### src/rtl/bcd_display_scan.sv
// Four-digit multiplexed seven-segment driver for packed BCD words.
// A frame-synchronised shadow buffer keeps the shown value tear-free,
// leading zeros are optionally blanked and non-decimal nibbles render as a dash.
module bcd_display_scan #(
  parameter int REFRESH_DIV = 50000,
  parameter int LZ_BLANK    = 1
) (
  input  logic        clk,
  input  logic        reset,
  input  logic [15:0] bcd,
  input  logic        load,
  input  logic        blank,
  output logic [3:0]  an,
  output logic [6:0]  seg,
  output logic        dp,
  output logic        frame_done
);

  localparam int                CNT_W   = $clog2(REFRESH_DIV);
  localparam logic [CNT_W-1:0]  CNT_MAX = CNT_W'(REFRESH_DIV - 1);
  localparam logic              LZ_EN   = (LZ_BLANK != 0);

  logic [CNT_W-1:0] div_cnt;
  logic [1:0]       idx;
  logic             tick;
  logic             boundary;

  logic [15:0]      pending;
  logic             pend_v;
  logic [15:0]      shadow;

  logic [3:0]       nib_p0;
  logic             lz_p0;
  logic [3:0]       an_p0;
  logic [6:0]       seg_p0;

  logic [3:0]       an_p1;
  logic [6:0]       seg_p1;
  logic             frame_done_p1;

  // Active-low {g,f,e,d,c,b,a} pattern for one nibble; 10..15 show a dash.
  function automatic logic [6:0] glyph(input logic [3:0] n);
    case (n)
      4'd0:    glyph = 7'b1000000;
      4'd1:    glyph = 7'b1111001;
      4'd2:    glyph = 7'b0100100;
      4'd3:    glyph = 7'b0110000;
      4'd4:    glyph = 7'b0011001;
      4'd5:    glyph = 7'b0010010;
      4'd6:    glyph = 7'b0000010;
      4'd7:    glyph = 7'b1111000;
      4'd8:    glyph = 7'b0000000;
      4'd9:    glyph = 7'b0010000;
      default: glyph = 7'b0111111;
    endcase
  endfunction

  assign tick     = (div_cnt == CNT_MAX);
  assign boundary = tick && (idx == 2'd3);

  // Prescaler and digit index: each digit stays selected for REFRESH_DIV cycles.
  always_ff @(posedge clk) begin
    if (reset) begin
      div_cnt <= '0;
      idx     <= 2'd0;
    end else if (tick) begin
      div_cnt <= '0;
      idx     <= idx + 2'd1;
    end else begin
      div_cnt <= div_cnt + CNT_W'(1);
    end
  end

  // Double buffer: loads park in pending, shadow only changes at a frame boundary.
  // A load landing exactly on the boundary bypasses pending and goes straight to shadow.
  always_ff @(posedge clk) begin
    if (reset) begin
      pending <= '0;
      pend_v  <= 1'b0;
      shadow  <= '0;
    end else if (boundary) begin
      pend_v <= 1'b0;
      if (load) begin
        shadow <= bcd;
      end else if (pend_v) begin
        shadow <= pending;
      end
    end else if (load) begin
      pending <= bcd;
      pend_v  <= 1'b1;
    end
  end

  // Stage p0: pick the current digit, decide blanking and build the next an/seg.
  always_comb begin
    nib_p0 = shadow[3:0];
    lz_p0  = 1'b0;
    an_p0  = 4'b1110;
    case (idx)
      2'd0: begin
        nib_p0 = shadow[3:0];
        lz_p0  = 1'b0;
        an_p0  = 4'b1110;
      end
      2'd1: begin
        nib_p0 = shadow[7:4];
        lz_p0  = LZ_EN && (shadow[15:4] == 12'h000);
        an_p0  = 4'b1101;
      end
      2'd2: begin
        nib_p0 = shadow[11:8];
        lz_p0  = LZ_EN && (shadow[15:8] == 8'h00);
        an_p0  = 4'b1011;
      end
      default: begin
        nib_p0 = shadow[15:12];
        lz_p0  = LZ_EN && (shadow[15:12] == 4'h0);
        an_p0  = 4'b0111;
      end
    endcase
    seg_p0 = glyph(nib_p0);
    if (blank || lz_p0) begin
      an_p0  = 4'b1111;
      seg_p0 = 7'b1111111;
    end
  end

  // Stage p1: registered display outputs and the frame boundary pulse.
  always_ff @(posedge clk) begin
    if (reset) begin
      an_p1         <= 4'b1111;
      seg_p1        <= 7'b1111111;
      frame_done_p1 <= 1'b0;
    end else begin
      an_p1         <= an_p0;
      seg_p1        <= seg_p0;
      frame_done_p1 <= boundary;
    end
  end

  assign an         = an_p1;
  assign seg        = seg_p1;
  assign frame_done = frame_done_p1;
  assign dp         = 1'b1;

endmodule
### config.mk
export PLATFORM = sky130hd
export DESIGN_NAME = bcd_display_scan
export DESIGN_NICKNAME = d
export VERILOG_FILES = /design/src/rtl/bcd_display_scan.sv
export SDC_FILE = /design/constraint.sdc
export NUM_CORES = 1
export LEC_CHECK = 0
export BUFFER_PORTS_ARGS = -buffer_cell sky130_fd_sc_hd__buf_2
export CORE_ASPECT_RATIO = 0.75
export CORE_MARGIN = 2
export CORE_UTILIZATION = 54
export CTS_CLUSTER_DIAMETER = 60
export CTS_CLUSTER_SIZE = 30
export DETAILED_ROUTE_END_ITERATION = 12
export PLACE_DENSITY_LB_ADDON = 0.2
export SYNTH_ARGS = -nofsm -noshare
export SYNTH_HDL_FRONTEND = slang
export SYNTH_SLANG_ARGS = --single-unit
### constraint.sdc
create_clock -name clk -period 2.5 [get_ports clk]
set_input_delay 0.5 -clock clk [delete_from_list [all_inputs] [get_ports clk]]
set_output_delay 0.5 -clock clk [all_outputs]
set_load 0.03 [all_outputs]
# Word-level counts from Yosys, hierarchy flattened

Memory sizes are Yosys's and may differ from the RTL's. A register that Yosys moved wholly into a read port is not among the register bits.
Cells that the tools add are included.

Flip-flop bits (word level): 56
Output and inout bits: 13
Memories: 1
ROM bits: 112
Logic and storage cells: 32

Memories:

| memory           | words | bits a word | rd ports | clocked after Yosys merged registers in | write ports | RTL line | RTL |
|---|---|---|---|---|---|---|---|
| (name not given) | 16    | 7           | 1        | 1                                       | 0           | 43       | `case (n)` |

Muxes and demuxes: 5
Bitwise logic cells: 1
Reduce and logical (&&, ||, !) cells: 12
Add/sub/neg operators: 2
Equal/unequal tests: 4

Operator list:

| cell                                                            | count |
|---|---|
| 16-bit two-way mux                                              | 2 |
| 4-bit one-hot mux with 3 select lines                           | 2 |
| 16-bit by 1-bit adder with 16-bit output, second input constant | 1 |
| 16-bit == test, second input constant                           | 1 |
| 12-bit zero test                                                | 1 |
| 8-bit zero test                                                 | 1 |
| 2-bit OR reduction                                              | 3 |
| 2-bit == test, second input constant                            | 2 |
| 4-bit zero test                                                 | 1 |
| 2-bit AND reduction                                             | 2 |
| 1-bit one-hot mux with 3 select lines                           | 1 |
| 2-bit by 1-bit adder with 2-bit output, second input constant   | 1 |
| 2-bit by 1-bit == test with 1-bit output, second input constant | 1 |
| 2-bit zero test                                                 | 1 |
| 2-bit nonzero test                                              | 1 |
| 1-bit logical AND                                               | 1 |
| 1-bit logical OR                                                | 1 |
| 1-bit inverter                                                  | 1 |

# Depth between registers and ports, before layout

Gate-level depths: netlist of run 1.

Word-level depth: 4
Mapped depth: 8
Depth with buffers taken out: 8

# Worst setup path after synthesis of run 1

OpenSTA, ideal clock, no wires.

Path kind: register -> register
Start point: register idx[0]
End point: register seg_p1[5], in the netlist seg[5]
Cell stages (with the launch flop): 9
Setup slack: 616 ps
Required time: 2,363 ps
Arrival: 1,747 ps
Path through: dfxtp_1 inv_1 ha_1 a222oi_1 mux2_2 inv_1 ha_1 nor3_1 o21ai_0

Cells in the longest elaborated chain, start to end: 4

Ends and longest elaborated chain:

| what                                  | RTL line | RTL |
|---|---|---|
| from (decl)                           | 24       | `logic [1:0] idx;` |
| from (signal assigned)                | 68       | `idx <= idx + 2'd1;` |
| 2-bit == test (tied with other cells) | 99       | `case (idx)` |
| 1-bit one-hot mux with 3 select lines | 99       |  |
| 1-bit logical OR                      | 122      | `if (blank \|\| lz_p0) begin` |
| 2-bit OR reduction (no source line)   | -        |  |
| to (decl)                             | 38       | `logic [6:0] seg_p1;` |

Parallel ways exist; a longest one is shown, timed or not.
A chain may end at the register's enable or synchronous reset.

# Worst setup path in the final report of run 1

Start point: register div_cnt[0]
End point: register pending[2]

Cells in the longest elaborated chain, start to end: 4

Ends and longest elaborated chain:

| what                                 | RTL line | RTL |
|---|---|---|
| from (decl)                          | 23       | `logic [CNT_W-1:0] div_cnt;` |
| from (signal assigned)               | 70       | `div_cnt <= div_cnt + CNT_W'(1);` |
| 16-bit == test                       | 58       | `assign tick = (div_cnt == CNT_MAX);` |
| 1-bit logical AND                    | 59       | `assign boundary = tick && (idx == 2'd3);` |
| 1-bit inverter (no source line)      | -        |  |
| 2-bit AND reduction (no source line) | -        |  |
| to (signal assigned)                 | 78       | `pending <= '0;` |
| to (signal assigned)                 | 89       | `pending <= bcd;` |
| to (decl)                            | 28       | `logic [15:0] pending;` |

Every way passes these cells.

==> results of run 1 <==
## cells by family (layout without fill, tap and decap cells)
| kind of cell | after synthesis | in the layout |
|---|---|---|
| fa+ha+maj | 9 | 9 |
| flops | 63 | 63 |
| xor+xnor | 13 | 13 |
| compound gates | 42 | 42 |
| simple gates | 128 | 128 |
| other cells | 1 | 1 |
| mux | 35 | 35 |
| buf+inv | 34 | 60 |
## where the power goes
group          switching (mW)  leakage, nW  total, mW  internal [mW]
logic                  0.0830        0.691      0.152         0.0689
clock network           0.381       0.0850      0.757          0.376
registers              0.0123        0.514       1.04           1.03
total                   0.477         1.29       1.95           1.48
## per-layer routing
layer / vias up / GRT usage, % / share of wire (%)
met5: - / 0 / 0
met2: 45 / 30.2 / 43
met1: 1113 / 27.6 / 51
li1: 1214 / - / -
met3: 12 / 6.30 / 4.4
met4: 0 / 7.74 / 2.1
## layout by cell type (no fill, tap or decap), types with 10 or more instances in the layout
| cell type | Yosys | layout |
|---|---|---|
| sky130_fd_sc_hd__nand2b_1 | 33 | 33 |
| sky130_fd_sc_hd__xor2_1 | 10 | 10 |
| sky130_fd_sc_hd__dfxtp_1 | 63 | 63 |
| sky130_fd_sc_hd__buf_2 | 5 | 31 |
| sky130_fd_sc_hd__mux2_2 | 18 | 18 |
| sky130_fd_sc_hd__a31oi_1 | 16 | 16 |
| sky130_fd_sc_hd__nor2_1 | 16 | 16 |
| sky130_fd_sc_hd__nor3_1 | 18 | 18 |
| sky130_fd_sc_hd__mux2i_1 | 17 | 17 |
| sky130_fd_sc_hd__nand2_1 | 11 | 11 |
| sky130_fd_sc_hd__clkbuf_8 | 0 | 10 |
| sky130_fd_sc_hd__nor4_1 | 19 | 19 |
## registers in the layout, summed over array words and instances (netlist names)
register    count
div_cnt        16
pending        16
shadow         16
seg             7
an              4
idx             2
frame_done      1
pend_v          1
## layout make-up
class / instances / area (µm²) / area share [%]
timing repair buffer: 36 / 193 / 5.70
clock buffer: 11 / 141 / 4.18
multi-input combinational: 228 / 1630 / 48.4
inverter: 9 / 33.8 / 1.00
tap: 75 / 93.8 / 2.78
sequential: 63 / 1260 / 37.3
clock inverter: 4 / 22.5 / 0.666
## metrics by stage
stage          worst slack, ps  power, mW
6_report                   270       1.95
3_5_place_dp               281       1.22
3_3_place_gp               368       1.21
5_1_grt                   51.6       2.03
2_1_floorplan              616       1.18
4_1_cts                    267       1.98
## worst max-delay path: cells and delay by family (launching register included)
kind            cells  cell delay (ps)
compound gates      1              910
fa+ha+maj           1              220
flops               1              330
mux                 1              290
simple gates        2              380
## worst paths after layout
check                                 from         end  slack [ps]  cells after the start
worst max-delay path            div_cnt[0]  pending[2]         270                      5
worst min-delay path                bcd[6]  pending[6]         420                      3
worst max register to register  div_cnt[0]  pending[2]         270                      5
worst min register to register  div_cnt[0]  div_cnt[0]         470                      1
==> results.rst, run 1 <==
.. list-table::
   :header-rows: 1

   * - Metric
     - Value
   * - Placed inst area
     - roughly 3200 µm²
   * - Final-report setup violation count
     - 0
   * - Detailed-routing iteration count for the pre-antenna-repair pass
     - 4
   * - Crit-path max cell delay
     - 910 ps
   * - Transition time of the tightest slew-check pin
     - roughly 1200 ps
   * - Series of cell instances along the critical path
     - ha_1, and3_1, and4_4, a21boi_2, mux2i_1
   * - Maximum number of pins on one net before global-route repair
     - 39
   * - Die Ht
     - 69.6 µm
   * - Cell type of the slowest stage on the worst timing path
     - sky130_fd_sc_hd__a21boi_2
   * - Global-route wire length before repair
     - 10300 µm
   * - DPL Wire Length
     - ~4100 µm
   * - Class of the tightest hold or removal check
     - primary input to flip-flop
   * - Post-synthesis average cell area
     - 9.54 µm²
   * - Post-synthesis compound-gate area fraction
     - between 9 and 10%
   * - Leading area contributor after synthesis
     - sky130_fd_sc_hd__dfxtp_1
   * - Kind of start point of the critical path
     - flip-flop
   * - Sum of routed wire length over all layers
     - 5900 µm
   * - Data arrival time of the critical path
     - 2500 ps
   * - Worst supply voltage drop on vdd
     - 411 µV
   * - Area share of the largest cell type after synthesis
     - 40.7%
   * - Maximum clock skew at final layout
     - 7.73 ps
   * - Total number of vias
     - 2384
   * - Area of the mapped netlist
     - 3100 µm²
   * - Synth Area in Adders
     - 3.63%
   * - TritonCTS Sinks
     - 63
   * - Fmax
     - 449 MHz
   * - Inserted Diodes
     - 0
   * - Multiplexer fraction of the synthesized cell area
     - 12.0%
   * - Fraction of the mapped netlist area in simple logic gates
     - 24.2%
   * - Worst slew margin
     - 19.0%
   * - Total of buffers placed on input and output ports
     - 31
   * - Synth-to-layout area growth
     - 9.04%
   * - Proportion of synthesized chip area in sequential cells
     - approximately two fifths
   * - Static leakage
     - 1.29 nW
   * - Number of cells upsized or downsized after cts
     - 0
   * - Maximum fanout along the worst path
     - 20
   * - Non-Filler Cell Area, Final
     - between 3000 and 4000 µm²
   * - Unrepaired setup endpoints after global routing
     - false
   * - I/O pins
     - 33
   * - Req. time, crit path
     - 2770 ps
   * - Clock buffers created by TritonCTS
     - 9
   * - Worst hold margin
     - ~420 ps
   * - Overflow after GRT
     - 0
   * - Most numerous cell in the Yosys netlist
     - sky130_fd_sc_hd__dfxtp_1
   * - Count of unresolved DRC violations after routing
     - 0
   * - Critical path endpoint category
     - flip-flop
   * - Standard cell core area
     - between 5000 and 6000 µm²
   * - Period utilisation layout
     - about nine tenths
   * - Maximum buffer depth of the clock tree
     - 2
   * - Effective utilization at floorplan
     - between 50% and 60%
   * - Synth Net Count
     - ~350
   * - Count of maximum capacitance violations
     - 0
   * - Xor and xnor area share after synthesis
     - 3.67%
   * - Overall die area
     - 6370 µm²
   * - Worst-Skew Late Latency
     - 340 ps
   * - Shortest period the worst path allows
     - about 2200 ps
   * - Routed wire per std cell
     - 13.9 µm
   * - Number of antenna violations at the first check in global routing
     - 0
   * - Initial DRC count
     - 133
   * - Final Net Count
     - 376
   * - Top flip-flop cell by instance count after synthesis
     - sky130_fd_sc_hd__dfxtp_1
   * - Setup tns final
     - 0 ps
   * - Type of the setup path with the least slack
     - flip-flop to flip-flop
   * - Leading post-synthesis cells by cell area
     - sky130_fd_sc_hd__dfxtp_1 (41%), sky130_fd_sc_hd__nand2b_1 (6.7%), sky130_fd_sc_hd__mux2_2 (6.5%)
   * - Instance count after placement with tap cells included
     - 411
   * - Total of hold buffers inserted after clock tree synthesis
     - 0
   * - Placer's final routability congestion estimate
     - 0.819
   * - Via-per-instance ratio
     - 5.60
   * - Synth cell count leaders
     - sky130_fd_sc_hd__dfxtp_1 (63), sky130_fd_sc_hd__nand2b_1 (33), sky130_fd_sc_hd__nor4_1 (19)
   * - Proportion of layout cells with a drive suffix above 1
     - 21.1%
   * - Clock transition at the register clock pins on the worst setup and hold paths after CTS
     - 70 ps
   * - Combinational family with the most area after synthesis
     - simple AND/OR/NAND/NOR gates
   * - Number of global-route vias before repair
     - 2248
   * - Post-synth cell types
     - 43
   * - Total Routing Usage GR
     - between 20% and 30%
   * - FF+latch count, synth
     - 63
   * - Fin. Hold Viols
     - 0
   * - CTS Root Buffer Type
     - sky130_fd_sc_hd__clkbuf_8
   * - H-tree Lvls
     - 3
   * - Max-slew violation total from the final report
     - 0
   * - Clock tree from TritonCTS
     - done
   * - Number of warnings reported in the yosys synthesis log
     - 0
   * - Number of synthesized flops with an enable pin
     - 0
   * - Share of flip-flops with an asynchronous set or reset
     - 0%
   * - Horiz. Die Dim
     - 91.5 µm
   * - Remaining antenna violation count after routing
     - 0
   * - Power per standard cell area
     - 578 nW/µm²
   * - Status
     - completed
   * - Post-synthesis cell count
     - approximately 330
   * - Post CTS Setup Buffer Count
     - 0
   * - Non-filler cells in the finished layout
     - 426
   * - FILL cells
     - between 400 and 500
   * - Site Rows
     - 23
   * - Final design utilization
     - 62.1%
(Power assumes the default switching activity.)
==> run 2: changes to the inputs <==
Settings changed: ABC_AREA set to 1.
==> run 2 against run 1 <==
  * Power is 8.0% higher
  * Final cell count is 35% higher
  * Synthesized cell count is 44% higher
  * Clock skew is 1.2 ps higher
  * Combinational power is 5% lower
  * Cell area is 4.4% higher
  * Critical path type unchanged
  * First-iteration DRC count is 31% higher
  * Sequential power hardly changed
  * Non-clock buffer count stayed put
  * Clock power is 21% higher
==> results.rst, run 2 <==
.. list-table::
   :header-rows: 1

   * - Metric
     - Value
   * - Proportion of synthesized chip area in sequential cells
     - 40.0% (-0.68 points)
   * - Crit-path leading delay family
     - simple AND/OR/NAND/NOR gates
   * - Die Ht
     - 70.2 µm (+0.79%)
   * - Global-route wire length before repair
     - 11100 µm (+7.0%)
   * - Count of unresolved DRC violations after routing
     - 0 (unchanged)
   * - CTS Root Buffer Type
     - sky130_fd_sc_hd__clkbuf_8
   * - DPL Wire Length
     - 4480 µm (+9.7%)
   * - Most common library cell in the layout ignoring fill and taps
     - sky130_fd_sc_hd__nand2_1
   * - Remaining antenna violation count after routing
     - 0 (unchanged)
   * - Routed wire per std cell
     - 11.0 µm (-20%)
   * - Synth Net Count
     - 498 (+41%)
   * - Worst R2R Start
     - idx[0]
   * - Horiz. Die Dim
     - 92.2 µm (+0.80%)
   * - Power per standard cell area
     - 598 nW/µm² (+3.5%)
   * - Series of cell instances along the critical path
     - inv_1, ha_1, nand2_1, nand2_1, o22ai_1, inv_1, ha_1, or2_2, nand3_1, nand2_1
   * - Unrepaired setup endpoints after global routing
     - false
   * - Number of synthesized flops with an enable pin
     - 0 (unchanged)
   * - Worst slew margin
     - 61.7% (+43 points)
   * - Transition time of the tightest slew-check pin
     - 572 ps (-636 ps)
   * - Post CTS Setup Buffer Count
     - 0 (unchanged)
   * - Type of the setup path with the least slack
     - flip-flop to flip-flop
   * - Worst-Skew Late Latency
     - 340 ps (about the same)
   * - Synth-to-layout area growth
     - 11.9%
   * - Share of flip-flops with an asynchronous set or reset
     - 0% (unchanged)
   * - Standard cell core area
     - 5740 µm² (+5.5%)
   * - Static leakage
     - 1.52 nW (+18%)
   * - Overflow after GRT
     - 0 (unchanged)
   * - Total of hold buffers inserted after clock tree synthesis
     - 0 (unchanged)
   * - Final Net Count
     - 522 (+39%)
   * - Site Rows
     - 24 (+4.3%)
   * - Total chip power
     - 2.11 mW (+8.0%)
   * - Leading area contributor after synthesis
     - sky130_fd_sc_hd__dfxtp_1
   * - DP Worst Slack
     - 345 ps (+64.0 ps)
   * - Crit-path max cell delay
     - 400 ps (-510 ps)
   * - Clock buffers created by TritonCTS
     - 9 (unchanged)
   * - Number of global-route vias before repair
     - 2470 (+9.9%)
   * - Fmax
     - 460 MHz (+2.6%)
   * - Most numerous cell in the Yosys netlist
     - sky130_fd_sc_hd__nand2_1
   * - Count of maximum capacitance violations
     - 0 (unchanged)
   * - Worst supply voltage drop on vdd
     - 307 µV (-25%)
   * - Clock tree from TritonCTS
     - done
   * - Crit-path most repeated cell
     - sky130_fd_sc_hd__nand2_1
   * - Effective utilization at floorplan
     - 55.0% (-2.0 points)
   * - Inserted Diodes
     - 0 (unchanged)
   * - Req. time, crit path
     - 2720 ps (-50 ps)
   * - Maximum fanout along the worst path
     - 6 (-70%)
   * - Placer's final routability congestion estimate
     - 0.894 (+9.2%)
   * - Leading post-synthesis cells by cell area
     - sky130_fd_sc_hd__dfxtp_1 (40%), sky130_fd_sc_hd__nand2_1 (14%), sky130_fd_sc_hd__a21oi_1 (7.3%)
   * - Final-report setup violation count
     - 0 (unchanged)
   * - Worst setup path start
     - idx[0]
   * - Max-slew violation total from the final report
     - 0 (unchanged)
   * - Setup tns final
     - 0 ps (unchanged)
   * - Proportion of layout cells with a drive suffix above 1
     - 12.4% (-8.6 points)
   * - Maximum buffer depth of the clock tree
     - 2 (unchanged)
   * - Total Routing Usage GR
     - 21.3% (+0.93 points)
   * - Final setup margin
     - 326 ps (+55.7 ps)
   * - Period utilisation layout
     - 87.0% (-2.2 points)
   * - Sum of buffers and inverters on the critical path
     - 2 (+2)
   * - Largest registers in the final layout
     - div_cnt x16, pending x16, shadow x16
   * - Sum of routed wire length over all layers
     - 6360 µm (+7.8%)
   * - I/O pins
     - 33 (unchanged)
   * - Area share of the largest cell type after synthesis
     - 40.0% (-0.68 points)
   * - Shortest period the worst path allows
     - 2170 ps (-55.7 ps)
   * - Initial DRC count
     - 174 (+31%)
   * - Post-synthesis cell count
     - 469 (+44%)
   * - Total of buffers placed on input and output ports
     - 31 (unchanged)
   * - Commonest cells after routing, fill and taps aside
     - sky130_fd_sc_hd__nand2_1 (120), sky130_fd_sc_hd__dfxtp_1 (63), sky130_fd_sc_hd__inv_1 (58)
   * - TritonCTS Sinks
     - 63 (unchanged)
   * - Total number of vias
     - 2903 (+22%)
   * - H-tree Lvls
     - 3 (unchanged)
   * - FILL cells
     - 552 (+15%)
   * - Fin. Hold Viols
     - 0 (unchanged)
   * - Top flip-flop cell by instance count after synthesis
     - sky130_fd_sc_hd__dfxtp_1
   * - Post-synthesis average cell area
     - 6.72 µm² (-30%)
   * - Maximum clock skew at final layout
     - 8.97 ps (+1.24 ps)
   * - Critical path endpoint category
     - flip-flop
   * - Kind of start point of the critical path
     - flip-flop
   * - Class of the tightest hold or removal check
     - flip-flop to flip-flop
   * - Post-synth cell types
     - 28 (-35%)
   * - Number of warnings reported in the yosys synthesis log
     - 0 (unchanged)
   * - Synth cell count leaders
     - sky130_fd_sc_hd__nand2_1 (120), sky130_fd_sc_hd__dfxtp_1 (63), sky130_fd_sc_hd__inv_1 (58)
   * - Via-per-instance ratio
     - 5.04 (-9.9%)
   * - Maximum number of pins on one net before global-route repair
     - 65 (+67%)
   * - Overall die area
     - 6470 µm² (+1.6%)
   * - Number of cells upsized or downsized after cts
     - 0 (unchanged)
   * - Area of the mapped netlist
     - 3150 µm² (+1.7%)
   * - Number of antenna violations at the first check in global routing
     - 0 (unchanged)
   * - Startpoint of the lowest-slack hold path
     - div_cnt[0]
   * - FF+latch count, synth
     - 63 (unchanged)
   * - Detailed-routing iteration count for the pre-antenna-repair pass
     - 5 (+1)
   * - Clock transition at the register clock pins on the worst setup and hold paths after CTS
     - 70 ps (about the same)
   * - Data arrival time of the critical path
     - 2400 ps (-100 ps)
   * - Status
     - completed
   * - Cell type of the slowest stage on the worst timing path
     - sky130_fd_sc_hd__dfxtp_1
-- run 2: changes by cell type after synthesis, sizes merged, moves of 27 or more --
cell	previous run	this run
nand2	11	122
inv	8	61
a21oi	7	46
nand2b	33	0
nor2	16	44
nand3	8	35
-- run 2: per-layer routing --
layer	up-vias	global-route usage, %	share of wire (%)
li1	1552	-	-
met1	1265	31.9	52
met2	77	28.8	41
met3	9	5.61	6.1
met4	0	8.46	1.1
met5	-	0	0
-- run 2: final timing paths --
check / slack [ps] / depth (start not counted) / end
max: 330 / 10 / seg[5]
min: 450 / 1 / div_cnt[0]
max reg2reg: 330 / 10 / seg[5]
min reg2reg: 450 / 1 / div_cnt[0]
-- run 2: layout make-up --
cell class	instances	area [µm²]	share of cell area, %
multi-input cells	321	1530	43.5
flip-flops and latches	63	1260	35.8
inverters	62	233	6.60
repair buffers	36	193	5.46
clock buffers	13	169	4.79
well taps	78	97.6	2.77
clock inverters	3	40.0	1.14
-- run 2: per-stage QoR --
step           hold WS, ps  std cells  area (µm²)  utilization, %
2_1_floorplan          418        469        3150               -
3_3_place_gp           427        560        3320            57.9
3_5_place_dp           444        560        3320            57.9
4_1_cts                459        576        3530            61.5
5_1_grt                476        576        3530            61.5
6_report               452        576        3530            61.5
-- run 2: cell families after synthesis --
group                      count (synthesis)  share of synthesized area, %
buffers and inverters                     85                          11.3
AOI/OAI and AO/OA                         71                          11.4
DFF                                       63                          40.0
xor gates and xnor gates                   2                         0.556
adders and majority gates                  9                          3.57
other                                      1                         0.119
and+or+nand+nor                          238                          33.0
-- run 2: power breakdown --
group	internal [mW]	switching [mW]
Clock	0.539	0.380
Sequential	1.03	0.0124
Combinational	0.0505	0.0940
==> run 3: changes to the inputs <==
Settings changed: RECOVER_POWER set to 100.
==> run 3 against run 2 <==
  * Combinational power about the same
  * Routed wire length about the same
  * Critical path depth is the same
  * Clock skew hardly changed
  * Setup slack improved by 24 ps
  * Count of clock-buffer cells in the layout stayed put
  * Final cell count unchanged
  * Cell area decreased by 0.64%
  * Worst hold slack improved by 3.0 ps
  * Sequential share of layout area is 0.23 points higher
  * Largest cell class unchanged
  * Largest power group unchanged
==> results.rst, run 3 (synthesis gave the netlist of run 2 again) <==
.. list-table::
   :header-rows: 1

   * - Metric
     - Value
   * - Status
     - completed
   * - Series of cell instances along the critical path
     - inv_1, ha_1, nand2_1, nand2_1, o22ai_1, inv_1, ha_1, or2_2, nand3_1, nand2_1
   * - Total number of vias
     - 2912 (+0.31%)
   * - Static leakage
     - 1.50 nW (-1.5%)
   * - Largest registers in the final layout
     - div_cnt x16, pending x16, shadow x16
   * - Worst setup slack for register-to-register paths
     - 350 ps (+20 ps)
   * - Shortest period the worst path allows
     - 2150 ps (-24.1 ps)
   * - Worst hold margin
     - 455 ps (+3.04 ps)
   * - Post CTS Setup Buffer Count
     - 0 (unchanged)
   * - Number of antenna violations at the first check in global routing
     - 0 (unchanged)
   * - Crit-path most repeated cell
     - sky130_fd_sc_hd__nand2_1
   * - Fmax
     - 465 MHz (+1.1%)
   * - Number of global-route vias before repair
     - 2470 (unchanged)
   * - Via-per-instance ratio
     - 5.06 (+0.31%)
   * - Inserted Diodes
     - 0 (unchanged)
   * - Setup tns final
     - 0 ps (unchanged)
   * - Routed wire per std cell
     - 11.1 µm (about the same)
   * - Cell type of the slowest stage on the worst timing path
     - sky130_fd_sc_hd__dfxtp_1
   * - Crit-path leading delay family
     - simple AND/OR/NAND/NOR gates
   * - Initial DRC count
     - 174 (unchanged)
   * - Horiz. Die Dim
     - 92.2 µm (unchanged)
   * - Max-slew violation total from the final report
     - 0 (unchanged)
   * - Count of maximum capacitance violations
     - 0 (unchanged)
   * - Total of buffers placed on input and output ports
     - 31 (unchanged)
   * - Worst slew margin
     - 61.8% (about the same)
   * - Overall die area
     - 6470 µm² (unchanged)
   * - Sum of buffers and inverters on the critical path
     - 2 (unchanged)
   * - TritonCTS Sinks
     - 63 (unchanged)
   * - Total Routing Usage GR
     - 21.3% (unchanged)
   * - Count of unresolved DRC violations after routing
     - 0 (unchanged)
   * - Synth-to-layout area growth
     - 11.2%
   * - Most common library cell in the layout ignoring fill and taps
     - sky130_fd_sc_hd__nand2_1
   * - Detailed-routing iteration count for the pre-antenna-repair pass
     - 4 (-1)
   * - Overflow after GRT
     - 0 (unchanged)
   * - Remaining antenna violation count after routing
     - 0 (unchanged)
   * - Proportion of layout cells with a drive suffix above 1
     - 9.44% (-3.0 points)
   * - Final-report setup violation count
     - 0 (unchanged)
   * - Clock tree from TritonCTS
     - done
   * - Clock buffers created by TritonCTS
     - 9 (unchanged)
   * - I/O pins
     - 33 (unchanged)
   * - H-tree Lvls
     - 3 (unchanged)
   * - Transition time of the tightest slew-check pin
     - 571 ps (-0.694 ps)
   * - Commonest cells after routing, fill and taps aside
     - sky130_fd_sc_hd__nand2_1 (121), sky130_fd_sc_hd__dfxtp_1 (63), sky130_fd_sc_hd__inv_1 (59)
   * - Instance count after placement with tap cells included
     - 560 (unchanged)
   * - Req. time, crit path
     - 2730 ps (about the same)
   * - Unrepaired setup endpoints after global routing
     - false
   * - Standard cell core area
     - 5740 µm² (unchanged)
   * - Worst supply voltage drop on vdd
     - 307 µV (about the same)
   * - Power per standard cell area
     - 602 nW/µm² (+0.68%)
   * - Maximum clock skew at final layout
     - 8.90 ps (-0.0729 ps)
   * - Fin. Hold Viols
     - 0 (unchanged)
   * - FILL cells
     - 558 (+1.1%)
   * - Non-filler cells in the finished layout
     - 576 (unchanged)
   * - Kind of start point of the critical path
     - flip-flop
   * - Worst-Skew Late Latency
     - 350 ps (about the same)
   * - Maximum buffer depth of the clock tree
     - 2 (unchanged)
   * - Maximum fanout along the worst path
     - 6 (unchanged)
   * - Area of all sequential standard cells
     - 1260 µm² (unchanged)
   * - Sum of routed wire length over all layers
     - 6370 µm (about the same)
   * - DP Worst Slack
     - 345 ps (unchanged)
   * - Maximum number of pins on one net before global-route repair
     - 65 (unchanged)
   * - Global-route wire length before repair
     - 11100 µm (unchanged)
   * - Crit-path max cell delay
     - 400 ps (about the same)
   * - Die Ht
     - 70.2 µm (unchanged)
   * - DPL Wire Length
     - 4480 µm (unchanged)
   * - Multi-input gate area
     - 1530 µm² (-0.49%)
   * - Type of the setup path with the least slack
     - flip-flop to flip-flop
   * - Number of cells upsized or downsized after cts
     - 0 (unchanged)
   * - Critical path endpoint category
     - flip-flop
   * - Site Rows
     - 24 (unchanged)
   * - Final setup margin
     - 350 ps (+24.1 ps)
   * - Clock transition at the register clock pins on the worst setup and hold paths after CTS
     - 70 ps (about the same)
   * - Placer's final routability congestion estimate
     - 0.894 (unchanged)
   * - Class of the tightest hold or removal check
     - flip-flop to flip-flop
   * - Final Net Count
     - 522 (unchanged)
   * - Period utilisation layout
     - 86.0% (-0.96 points)
   * - Data arrival time of the critical path
     - 2380 ps (-20 ps)
   * - Effective utilization at floorplan
     - 55.0% (unchanged)
   * - Total of hold buffers inserted after clock tree synthesis
     - 0 (unchanged)
   * - CTS Root Buffer Type
     - sky130_fd_sc_hd__clkbuf_8
[run 3: metal layers]
| metal | wire length, µm | up-vias | GRT usage (%) |
|---|---|---|---|
| met1 | 3310 | 1277 | 31.9 |
| li1 | - | 1552 | - |
| met2 | 2600 | 72 | 28.8 |
| met3 | 370 | 11 | 5.61 |
| met5 | 0 | - | 0 |
| met4 | 84 | 0 | 8.46 |
[run 3: worst reg2reg max path, cell delays in order (launching register included)]
cell	delay (ps)
sky130_fd_sc_hd__dfxtp_1	400
sky130_fd_sc_hd__inv_1	100
sky130_fd_sc_hd__ha_1	260
sky130_fd_sc_hd__nand2_1	90
sky130_fd_sc_hd__nand2_1	50
sky130_fd_sc_hd__o22ai_1	350
sky130_fd_sc_hd__inv_1	160
sky130_fd_sc_hd__ha_1	220
sky130_fd_sc_hd__or2_2	280
sky130_fd_sc_hd__nand3_1	80
sky130_fd_sc_hd__nand2_1	50
[run 3: metrics by stage]
stage	total power, mW	util [%]	cell area [µm²]
3_3_place_gp	1.21	57.9	3320
2_1_floorplan	1.17	-	3150
6_report	2.11	61.1	3500
3_5_place_dp	1.21	57.9	3320
5_1_grt	2.20	61.1	3500
4_1_cts	2.13	61.5	3530
[run 3: path summary, 6_finish.rpt]
check / endpoint / start / depth (start not counted)
max: seg[5] / idx[0] / 10
min: div_cnt[0] / div_cnt[0] / 1
max reg2reg: seg[5] / idx[0] / 10
min reg2reg: div_cnt[0] / div_cnt[0] / 1
[run 3: layout make-up]
| class | count | area share [%] |
|---|---|---|
| clock buffer | 13 | 4.82 |
| clock inverter | 3 | 1.14 |
| inverter | 62 | 6.64 |
| multi-input combinational | 321 | 43.6 |
| sequential | 63 | 36.0 |
| tap | 78 | 2.78 |
| timing repair buffer | 36 | 5.07 |
[run 3: report_power, final]
part           internal, mW  switching (mW)
logic                0.0486          0.0936
clock network         0.539           0.383
registers              1.03          0.0127
total                  1.62           0.489
